--- src/rtl/alu_rs_multi_if.sv ---
// Dispatch, CDB, issue and occupancy signals of the ALU reservation station.
// The master side is rename/dispatch plus the CDB and ALU; the slave side is the station.
interface alu_rs_multi_if #(
  parameter int DEPTH  = 4,
  parameter int DATA_W = 8,
  parameter int TAG_W  = 2,
  parameter int OP_W   = 3
);
  localparam int CNT_W = $clog2(DEPTH + 1);

  logic              disp_valid;
  logic              disp_ready;
  logic [TAG_W-1:0]  disp_rob_idx;
  logic [OP_W-1:0]   disp_opcode;
  logic [DATA_W-1:0] disp_val1;
  logic [DATA_W-1:0] disp_val2;
  logic [TAG_W-1:0]  disp_q1;
  logic [TAG_W-1:0]  disp_q2;
  logic              disp_rdy1;
  logic              disp_rdy2;

  logic              cdb_en;
  logic [TAG_W-1:0]  cdb_rob_idx;
  logic [DATA_W-1:0] cdb_val;

  logic              iss_valid;
  logic              iss_ready;
  logic [OP_W-1:0]   iss_opcode;
  logic [DATA_W-1:0] iss_val1;
  logic [DATA_W-1:0] iss_val2;
  logic [TAG_W-1:0]  iss_rob_idx;

  logic [CNT_W-1:0]  count;
  logic              full;
  logic              empty;

  modport master (
    output disp_valid, disp_rob_idx, disp_opcode, disp_val1, disp_val2,
           disp_q1, disp_q2, disp_rdy1, disp_rdy2,
    output cdb_en, cdb_rob_idx, cdb_val,
    output iss_ready,
    input  disp_ready, iss_valid, iss_opcode, iss_val1, iss_val2, iss_rob_idx,
    input  count, full, empty
  );

  modport slave (
    input  disp_valid, disp_rob_idx, disp_opcode, disp_val1, disp_val2,
           disp_q1, disp_q2, disp_rdy1, disp_rdy2,
    input  cdb_en, cdb_rob_idx, cdb_val,
    input  iss_ready,
    output disp_ready, iss_valid, iss_opcode, iss_val1, iss_val2, iss_rob_idx,
    output count, full, empty
  );
endinterface

--- src/rtl/alu_rs_multi.sv ---
// ALU reservation station: captures operands from dispatch or the CDB and
// issues the oldest entry with both operands ready, using an age matrix.
module alu_rs_multi #(
  parameter int DEPTH  = 4,
  parameter int DATA_W = 8,
  parameter int TAG_W  = 2,
  parameter int OP_W   = 3
) (
  input  logic          clk,
  input  logic          rst,
  input  logic          flush,
  alu_rs_multi_if.slave bus
);
  localparam int CNT_W = $clog2(DEPTH + 1);
  localparam int IDX_W = $clog2(DEPTH);
  localparam logic [CNT_W-1:0] FULL_CNT = CNT_W'(DEPTH);

  logic [DEPTH-1:0]  ent_valid;
  logic [DEPTH-1:0]  ent_r1;
  logic [DEPTH-1:0]  ent_r2;
  logic [OP_W-1:0]   ent_op  [DEPTH];
  logic [TAG_W-1:0]  ent_rob [DEPTH];
  logic [DATA_W-1:0] ent_v1  [DEPTH];
  logic [DATA_W-1:0] ent_v2  [DEPTH];
  logic [TAG_W-1:0]  ent_q1  [DEPTH];
  logic [TAG_W-1:0]  ent_q2  [DEPTH];
  // older[j][i] set means entry j was dispatched before entry i
  logic [DEPTH-1:0]  older   [DEPTH];
  logic [CNT_W-1:0]  count_q;

  logic [DEPTH-1:0]  cand;
  logic              free_found;
  logic [IDX_W-1:0]  free_idx;
  logic              sel_found;
  logic [IDX_W-1:0]  sel_idx;
  logic              is_oldest;
  logic              disp_fire;
  logic              iss_fire;
  logic              bypass1;
  logic              bypass2;

  always_comb begin
    free_found = 1'b0;
    free_idx   = '0;
    for (int i = DEPTH - 1; i >= 0; i--) begin
      if (!ent_valid[i]) begin
        free_found = 1'b1;
        free_idx   = IDX_W'(i);
      end
    end
  end

  always_comb begin
    cand      = ent_valid & ent_r1 & ent_r2;
    sel_found = 1'b0;
    sel_idx   = '0;
    is_oldest = 1'b0;
    for (int i = 0; i < DEPTH; i++) begin
      is_oldest = cand[i];
      for (int j = 0; j < DEPTH; j++) begin
        if (j != i && cand[j] && older[j][i]) is_oldest = 1'b0;
      end
      if (is_oldest) begin
        sel_found = 1'b1;
        sel_idx   = IDX_W'(i);
      end
    end
  end

  assign bus.count      = count_q;
  assign bus.full       = (count_q == FULL_CNT);
  assign bus.empty      = (count_q == '0);
  assign bus.disp_ready = (count_q != FULL_CNT) && free_found && !flush && !rst;
  assign bus.iss_valid  = sel_found && !flush && !rst;

  assign bus.iss_opcode  = bus.iss_valid ? ent_op[sel_idx]  : '0;
  assign bus.iss_val1    = bus.iss_valid ? ent_v1[sel_idx]  : '0;
  assign bus.iss_val2    = bus.iss_valid ? ent_v2[sel_idx]  : '0;
  assign bus.iss_rob_idx = bus.iss_valid ? ent_rob[sel_idx] : '0;

  assign disp_fire = bus.disp_valid && bus.disp_ready;
  assign iss_fire  = bus.iss_valid && bus.iss_ready;
  assign bypass1   = !bus.disp_rdy1 && bus.cdb_en && (bus.cdb_rob_idx == bus.disp_q1);
  assign bypass2   = !bus.disp_rdy2 && bus.cdb_en && (bus.cdb_rob_idx == bus.disp_q2);

  always_ff @(posedge clk) begin
    if (rst) begin
      ent_valid <= '0;
      ent_r1    <= '0;
      ent_r2    <= '0;
      count_q   <= '0;
      for (int i = 0; i < DEPTH; i++) begin
        ent_op[i]  <= '0;
        ent_rob[i] <= '0;
        ent_v1[i]  <= '0;
        ent_v2[i]  <= '0;
        ent_q1[i]  <= '0;
        ent_q2[i]  <= '0;
        older[i]   <= '0;
      end
    end else if (flush) begin
      ent_valid <= '0;
      count_q   <= '0;
    end else begin
      for (int i = 0; i < DEPTH; i++) begin
        if (bus.cdb_en && ent_valid[i]) begin
          if (!ent_r1[i] && ent_q1[i] == bus.cdb_rob_idx) begin
            ent_v1[i] <= bus.cdb_val;
            ent_r1[i] <= 1'b1;
          end
          if (!ent_r2[i] && ent_q2[i] == bus.cdb_rob_idx) begin
            ent_v2[i] <= bus.cdb_val;
            ent_r2[i] <= 1'b1;
          end
        end
      end

      if (iss_fire) ent_valid[sel_idx] <= 1'b0;

      if (disp_fire) begin
        ent_valid[free_idx] <= 1'b1;
        ent_op[free_idx]    <= bus.disp_opcode;
        ent_rob[free_idx]   <= bus.disp_rob_idx;
        ent_q1[free_idx]    <= bus.disp_q1;
        ent_q2[free_idx]    <= bus.disp_q2;
        ent_v1[free_idx]    <= bypass1 ? bus.cdb_val : bus.disp_val1;
        ent_v2[free_idx]    <= bypass2 ? bus.cdb_val : bus.disp_val2;
        ent_r1[free_idx]    <= bus.disp_rdy1 || bypass1;
        ent_r2[free_idx]    <= bus.disp_rdy2 || bypass2;
        // The new entry is younger than everything already resident.
        for (int j = 0; j < DEPTH; j++) begin
          if (IDX_W'(j) == free_idx) older[j] <= '0;
          else                       older[j][free_idx] <= 1'b1;
        end
      end

      case ({disp_fire, iss_fire})
        2'b10:   count_q <= count_q + CNT_W'(1);
        2'b01:   count_q <= count_q - CNT_W'(1);
        default: count_q <= count_q;
      endcase
    end
  end
endmodule

--- src/flat_wrapper.sv ---
// flat-port wrapper written by rule: the top's interface ports become plain ports
module alu_rs_multi_flat 
#(
  parameter int DEPTH  = 4,
  parameter int DATA_W = 8,
  parameter int TAG_W  = 2,
  parameter int OP_W   = 3
)
  (clk, rst, flush, bus_disp_valid, bus_disp_rob_idx, bus_disp_opcode, bus_disp_val1, bus_disp_val2, bus_disp_q1, bus_disp_q2, bus_disp_rdy1, bus_disp_rdy2, bus_cdb_en, bus_cdb_rob_idx, bus_cdb_val, bus_iss_ready, bus_disp_ready, bus_iss_valid, bus_iss_opcode, bus_iss_val1, bus_iss_val2, bus_iss_rob_idx, bus_count, bus_full, bus_empty);
  alu_rs_multi_if #(.DEPTH(DEPTH), .DATA_W(DATA_W), .TAG_W(TAG_W), .OP_W(OP_W)) bus_i ();
  input  logic clk;
  input  logic rst;
  input  logic flush;
  input wire logic [$bits(bus_i.disp_valid)-1:0] bus_disp_valid;
  input wire logic [$bits(bus_i.disp_rob_idx)-1:0] bus_disp_rob_idx;
  input wire logic [$bits(bus_i.disp_opcode)-1:0] bus_disp_opcode;
  input wire logic [$bits(bus_i.disp_val1)-1:0] bus_disp_val1;
  input wire logic [$bits(bus_i.disp_val2)-1:0] bus_disp_val2;
  input wire logic [$bits(bus_i.disp_q1)-1:0] bus_disp_q1;
  input wire logic [$bits(bus_i.disp_q2)-1:0] bus_disp_q2;
  input wire logic [$bits(bus_i.disp_rdy1)-1:0] bus_disp_rdy1;
  input wire logic [$bits(bus_i.disp_rdy2)-1:0] bus_disp_rdy2;
  input wire logic [$bits(bus_i.cdb_en)-1:0] bus_cdb_en;
  input wire logic [$bits(bus_i.cdb_rob_idx)-1:0] bus_cdb_rob_idx;
  input wire logic [$bits(bus_i.cdb_val)-1:0] bus_cdb_val;
  input wire logic [$bits(bus_i.iss_ready)-1:0] bus_iss_ready;
  output wire logic [$bits(bus_i.disp_ready)-1:0] bus_disp_ready;
  output wire logic [$bits(bus_i.iss_valid)-1:0] bus_iss_valid;
  output wire logic [$bits(bus_i.iss_opcode)-1:0] bus_iss_opcode;
  output wire logic [$bits(bus_i.iss_val1)-1:0] bus_iss_val1;
  output wire logic [$bits(bus_i.iss_val2)-1:0] bus_iss_val2;
  output wire logic [$bits(bus_i.iss_rob_idx)-1:0] bus_iss_rob_idx;
  output wire logic [$bits(bus_i.count)-1:0] bus_count;
  output wire logic [$bits(bus_i.full)-1:0] bus_full;
  output wire logic [$bits(bus_i.empty)-1:0] bus_empty;
  assign bus_i.disp_valid = bus_disp_valid;
  assign bus_i.disp_rob_idx = bus_disp_rob_idx;
  assign bus_i.disp_opcode = bus_disp_opcode;
  assign bus_i.disp_val1 = bus_disp_val1;
  assign bus_i.disp_val2 = bus_disp_val2;
  assign bus_i.disp_q1 = bus_disp_q1;
  assign bus_i.disp_q2 = bus_disp_q2;
  assign bus_i.disp_rdy1 = bus_disp_rdy1;
  assign bus_i.disp_rdy2 = bus_disp_rdy2;
  assign bus_i.cdb_en = bus_cdb_en;
  assign bus_i.cdb_rob_idx = bus_cdb_rob_idx;
  assign bus_i.cdb_val = bus_cdb_val;
  assign bus_i.iss_ready = bus_iss_ready;
  assign bus_disp_ready = bus_i.disp_ready;
  assign bus_iss_valid = bus_i.iss_valid;
  assign bus_iss_opcode = bus_i.iss_opcode;
  assign bus_iss_val1 = bus_i.iss_val1;
  assign bus_iss_val2 = bus_i.iss_val2;
  assign bus_iss_rob_idx = bus_i.iss_rob_idx;
  assign bus_count = bus_i.count;
  assign bus_full = bus_i.full;
  assign bus_empty = bus_i.empty;
  alu_rs_multi #(.DEPTH(DEPTH), .DATA_W(DATA_W), .TAG_W(TAG_W), .OP_W(OP_W)) u_core (.clk(clk), .rst(rst), .flush(flush), .bus(bus_i));
endmodule
--- config.mk ---
export PLATFORM = sky130hd
export DESIGN_NAME = alu_rs_multi_flat
export DESIGN_NICKNAME = d
export VERILOG_FILES = /design/src/rtl/alu_rs_multi_if.sv /design/src/rtl/alu_rs_multi.sv /design/src/flat_wrapper.sv
export SDC_FILE = /design/constraint.sdc
export NUM_CORES = 1
export LEC_CHECK = 0
export CORE_ASPECT_RATIO = 1.75
export CORE_MARGIN = 1.5
export CORE_UTILIZATION = 25
export CTS_CLUSTER_DIAMETER = 100
export DETAILED_ROUTE_END_ITERATION = 8
export PLACE_DENSITY = 0.47
export SETUP_SLACK_MARGIN = 0.15
export SLEW_MARGIN = 10
export SYNTH_ARGS = -nofsm -noshare
export SYNTH_HDL_FRONTEND = slang
export SYNTH_SLANG_ARGS = --single-unit
--- constraint.sdc ---
create_clock -name clk -period 8.15 [get_ports clk]
set_clock_uncertainty 0.05 [all_clocks]
set_input_delay 1.63 -clock clk [delete_from_list [all_inputs] [get_ports clk]]
set_output_delay 1.63 -clock clk [all_outputs]
set_load 0.01 [all_outputs]
Word-level counts from Yosys, hierarchy flattened
Memory sizes are Yosys's and may differ from the RTL's.
Index checks and enable logic that the tools add are counted.
{"block": "word_totals", "register_bits": 15, "elab_cells": 330, "in_bits": 43, "memories": 7, "ramBits": 116, "out_inout_bits": 28}
{"memory": "u_core.ent_v1", "words": 4, "width": 8, "read_ports": 1, "rd_ports_with_merged_regs": 0, "wr": 5, "line_no": "alu_rs_multi.sv:23", "source": "logic [DATA_W-1:0] ent_v1 [DEPTH];"}
{"memory": "u_core.ent_v2", "words": 4, "width": 8, "read_ports": 1, "rd_ports_with_merged_regs": 0, "wr": 5, "line_no": "alu_rs_multi.sv:24", "source": "logic [DATA_W-1:0] ent_v2 [DEPTH];"}
{"memory": "u_core.older", "words": 4, "width": 4, "read_ports": 4, "rd_ports_with_merged_regs": 0, "wr": 4, "line_no": "alu_rs_multi.sv:28", "source": "logic [DEPTH-1:0] older [DEPTH];"}
{"memory": "u_core.ent_op", "words": 4, "width": 3, "read_ports": 1, "rd_ports_with_merged_regs": 0, "wr": 4, "line_no": "alu_rs_multi.sv:21", "source": "logic [OP_W-1:0] ent_op [DEPTH];"}
{"memory": "u_core.ent_q1", "words": 4, "width": 2, "read_ports": 4, "rd_ports_with_merged_regs": 0, "wr": 4, "line_no": "alu_rs_multi.sv:25", "source": "logic [TAG_W-1:0] ent_q1 [DEPTH];"}
{"memory": "u_core.ent_q2", "words": 4, "width": 2, "read_ports": 4, "rd_ports_with_merged_regs": 0, "wr": 4, "line_no": "alu_rs_multi.sv:26", "source": "logic [TAG_W-1:0] ent_q2 [DEPTH];"}
{"memory": "+1 memories"}
{"block": "classes", "n_reduce_logical": 59, "mux": 204, "bitwise": 33, "magnitude_cmp": 4, "n_eq_ne": 17, "addsub": 2}
{"operator": "$mux 1", "n": 157}
{"operator": "$mux 8", "n": 12}
{"operator": "$mux 4", "n": 14}
{"operator": "$logic_and 1x1->1", "n": 37}
{"operator": "$mux 2", "n": 14}
{"operator": "$or 1x1->1", "n": 28}
{"operator": "$eq 2x2->1", "n": 10}
{"operator": "$and 4x4->4", "n": 3}
{"operator": "$logic_not 1->1", "n": 12}
{"operator": "$bwmux 4", "n": 2}
{"operator": "$reduce_or 2->1", "n": 4}
{"operator": "$lt 2x3->1 const B", "n": 2}
{"operator": "$mux 3", "n": 2}
{"operator": "$pmux 3 s2", "n": 1}
{"operator": "$demux 1 s2", "n": 2}
{"operator": "$eq 2x2->1 const A", "n": 2}
{"operator": "$ge 2x1->1 const B", "n": 2}
{"operator": "$not 4->4", "n": 1}
{"operator": "$or 4x4->4", "n": 1}
{"operator": "$add 3x1->3 const B", "n": 1}
{"operator": "$eq 3x3->1 const B", "n": 1}
{"operator": "$logic_not 3->1", "n": 1}
{"operator": "$ne 3x3->1 const B", "n": 1}
{"operator": "$reduce_or 3->1", "n": 1}
{"operator": "7 further kinds", "n": 8}

Longest topological paths before layout
{"block": "logic_depth", "ltp_word": 20, "ltp_mapped": 13, "mapped_depth_nobuf": 11}

Least setup slack after synthesis
Ideal clock, no wire load.
{"block": "synth_path", "path_kind": "input to output", "from": "input flush", "to": "output bus_iss_opcode[1]", "path_slack_ns": 3.556, "stages": 7, "arrival_ns": 2.914, "cell_sequence": "buf_2 -> or2_1 -> buf_2 -> buf_2 -> a41o_1 -> buf_2 -> a21oi_1"}
{"block": "synth_via", "elab_chain_len": 4}
{"element": "start: declaration", "line_no": "flat_wrapper.sv:13", "source": "input logic flush;"}
{"element": "$logic_not 1->1", "line_no": "alu_rs_multi.sv:74", "source": "assign bus.iss_valid = sel_found && !flush && !rst;"}
{"element": "$logic_and 1x1->1 (2 in a row)", "line_no": "alu_rs_multi.sv:74"}
{"element": "$mux 3", "line_no": "alu_rs_multi.sv:76", "source": "assign bus.iss_opcode = bus.iss_valid ? ent_op[sel_idx] : '0;"}
{"element": "end: declaration", "line_no": "flat_wrapper.sv:29", "source": "output wire logic [$bits(bus_i.iss_opcode)-1:0] bus_iss_opcode;"}
Every way passes these cells.

Worst setup path after layout
{"block": "layout_path", "from": "input flush", "to": "output bus_iss_rob_idx[1]"}
{"block": "layout_via", "elab_chain_len": 4}
{"element": "$logic_not 1->1", "line_no": "alu_rs_multi.sv:74"}
{"element": "$logic_and 1x1->1 (2 in a row)", "line_no": "alu_rs_multi.sv:74"}
{"element": "$mux 2", "line_no": "alu_rs_multi.sv:79", "source": "assign bus.iss_rob_idx = bus.iss_valid ? ent_rob[sel_idx] : '0;"}
{"element": "end: declaration", "line_no": "flat_wrapper.sv:32", "source": "output wire logic [$bits(bus_i.iss_rob_idx)-1:0] bus_iss_rob_idx;"}
Every way passes these cells.

==> flow_summary.yaml <==
status:
  outcome: "complete, no violations"
yosys:
  synth_top_flop_cell: "edfxtp_1"
  postSynthCellCount: 582
  postSynth.asyncResetShare: 0
  yosysUniqueCellTypes: 48
  synth-edff-count: 112
  synthesis.yosys.warnings: 0
  synth_area_per_cell_sq_um: 11.1
  synth-seq-area-share: 0.567
  number_of_nets_in_the_synthesized_netlist: 627
  synth.ff_latch_count: 127
  synth_area_sq_mm: 0.00646
floorplan:
  die_span_in_y_um: 216
  floorplan.die_area_sq_mm: 0.0268
  die_w_um: 125
  placement_rows: 77
  floorplan.io_pins: 71
  start_util: 0.255
  fp.coreArea_sq_mm: 0.0253
setup_path:
  crit_path_max_fanout: 23
  r2r_cells: 10
  setup.worst_path.class: "input pin to primary output"
  cp.arrival_ns: 4.70
  cp_data_required_time_ns: 6.47
  timing.critical_path.from_type: "input pin"
  type_of_element_capturing_the_critical_path: "primary output"
place:
  hpwl_um: 13900
  port_buffers: 70
  post_dp_cell_area_sq_mm: 0.00746
  globalplace.congestion: 0.859
  placed_cells_incl_taps: 937
layout:
  layout.cells.most_common_list: "edfxtp_1, nand2_1, clkdlybuf4s50_1, a22o_1, and2_1"
  drive_gt1_frac: 0.123
  final_cell_area_sq_mm: 0.00812
  nFillCells: 2569
  layout.core_utilization: 0.320
  design.final.nets: 685
  n_antenna_cell: 0
  layoutNonFillerInstCount: 969
  area_growth_pct: 25.7
  layout.cells.most_common: "edfxtp_1"
power_and_ir_drop:
  total_power_uw: 1690
  vdd_drop_max_uv: 144
  share_clk_of_total_power: 0.501
  pwr-share-comb: 0.060
  total_switching_power_uw: 368
  seq_power_share: 0.439
  p_per_area_mw_per_mm2: 208
  power_switching_share: 0.218
  p_int_uw: 1320
  total_leakage_power_uw: 0.00300
timing:
  final_min_period_over_clock_period: 0.782
  max_freq_mhz: 157
  tightest_slew_ns: 1.10
  timing.final.max_slew_violations: 0
  setup_tns_ns: 0
  number_of_endpoints_failing_setup_at_the_final_stage: 0
  slew_headroom: 0.264
  hold_violations: 0
  final_period_minus_worst_setup_slack_ns: 6.38
  rsz0062_at_grt: "no"
cts:
  number_of_gates_resized_after_cts: 0
  cts.hold.buffers_added: 0
  ctsLongestPathBuffers: 2
  cts.reportedPaths.clkPinSlew_ns: 0.06
  cts_buffers: 17
  depth_of_the_cts_h_tree: 4
  cts.repair_timing.setup_buffer_count: 0
  clock-root-buffer: "clkbuf_16"
  tritoncts_clock_tree: "done"
  numClockSinks: 127
  insertion_delay_ns: 0.42
detailed_routing:
  antenna_violating_nets_post_route: 0
  routed_wl_um: 19900
  drt_iter0_drc: 312
  detailedRoute.firstPassIterationCount: 6
  detail_route.drc_violations: 0
  dr_total_vias: 4904
  detail_route.wl_per_cell_um: 20.5
  vias_per_cell: 5.06
global_route:
  overall_global_routing_usage: 0.149
  via_count_of_the_first_global_routing_pass: 5026
  grt_first_pass_wirelength_um: 29900
  initial_antenna_violation_count: 0
  grt_remaining_overflow: 0
  grt_start_max_net_pins: 35
flow_run:
  cap_violations: 0
min_path:
  cell_count_of_the_worst_hold_path: 2
  holdCritPathClass: "register to register"
-- flip-flops by register name (all words and copies together) (netlist names) --
signal,flops
u_core.ent_r1,4
u_core.ent_q2,8
u_core.bus.count,3
u_core.ent_q1,8
u_core.ent_op,12
u_core.older,12
u_core.ent_r2,4
u_core.ent_v1,32
u_core.ent_rob,8
u_core.ent_v2,32
u_core.ent_valid,4
-- metal layers --
layer | GRT usage | vias to the layer above | routed length [um]
li1 | - | 2299 | -
met1 | 0.152 | 2425 | 7350
met2 | 0.287 | 148 | 11200
met3 | 0.0228 | 32 | 628
met4 | 0.0789 | 0 | 717
met5 | 0 | - | 0
-- cell type report --
class / instances / area [sq um] / share of cell area
Clock inverter: 15 / 230 / 0.0284
Timing Repair Buffer: 78 / 761 / 0.0937
Tap cell: 316 / 395 / 0.0487
Inverter: 24 / 90.1 / 0.0111
Clock buffer: 17 / 425 / 0.0524
Sequential cell: 127 / 3660 / 0.451
Multi-Input combinational cell: 392 / 2550 / 0.314
-- cell families (layout without fill, tap and decap cells) --
group / Yosys count / count (layout) / share of synthesized area
and+or+nand+nor: 195 / 195 / 0.162
adders and majority gates: 2 / 2 / 0.00504
buffers and inverters: 63 / 134 / 0.0415
AOI/OAI and AO/OA: 173 / 173 / 0.195
xor gates and xnor gates: 22 / 22 / 0.0298
DFF: 127 / 127 / 0.567
-- worst paths after layout --
| check | slack [ns] | startpoint | endpoint |
|---|---|---|---|
| hold reg to reg | 0.49 | u_core.bus.count[2] | u_core.bus.count[2] |
| setup / recovery | 1.77 | flush | bus_iss_rob_idx[1] |
| hold / removal | 0.49 | u_core.bus.count[2] | u_core.bus.count[2] |
| setup reg to reg | 4.59 | u_core.ent_valid[0] | u_core.bus.count[2] |
-- cells in the mapped netlist, types with 2 or more instances --
cell type  instances  area [sq um]
a211oi_1           8          60.1
a21o_1             8          60.1
a21oi_1           35           175
a22o_1            64           561
a31o_2            21           184
and2_1            36           225
and3_1             3          18.8
and4_1             3          26.3
buf_1              8          30.0
buf_2             17          85.1
buf_4              2          15.0
clkbuf_1          10          37.5
clkbuf_2           2          10.0
dfxtp_1           15           300
edfxtp_1         112          3360
inv_1             22          82.6
inv_2              2          7.51
nand2_1           75           282
nand4_1           17           106
nor2_1            23          86.3
nor3_1            14          70.1
nor3b_1            2          15.0
nor4b_4            2          47.6
o21ai_0           27           135
o31ai_1            6          45.0
or2_2              4          25.0
or3_1              3          18.8
xnor2_1           12           105
xor2_1            10          87.6
-- power by group through the flow --
stage	Combinational (uW)	Clock [uW]	Sequential, uW
floorplan	53.0	0	752
global placement	102	0	754
detailed placement	104	0	755
CTS	104	857	742
global route	110	885	744
finish	102	847	741
-- critical path: stages --
cell	delay [ns]
clkdlybuf4s50_1	1.01
or2_1	0.56
a41o_1	0.84
a21oi_1	0.10
clkdlybuf4s50_1	0.53
-- per-stage QoR --
| stage | hold slack, ns | setup slack [ns] |
|---|---|---|
| 4_1_cts | 0.494 | 1.73 |
| 6_report | 0.495 | 1.77 |
| 3_3_place_gp | 0.452 | 1.77 |
| 5_1_grt | 0.530 | 1.54 |
| 3_5_place_dp | 0.485 | 1.73 |
| 2_1_floorplan | 0.469 | 3.56 |
Power figures use the tool's default switching activity.
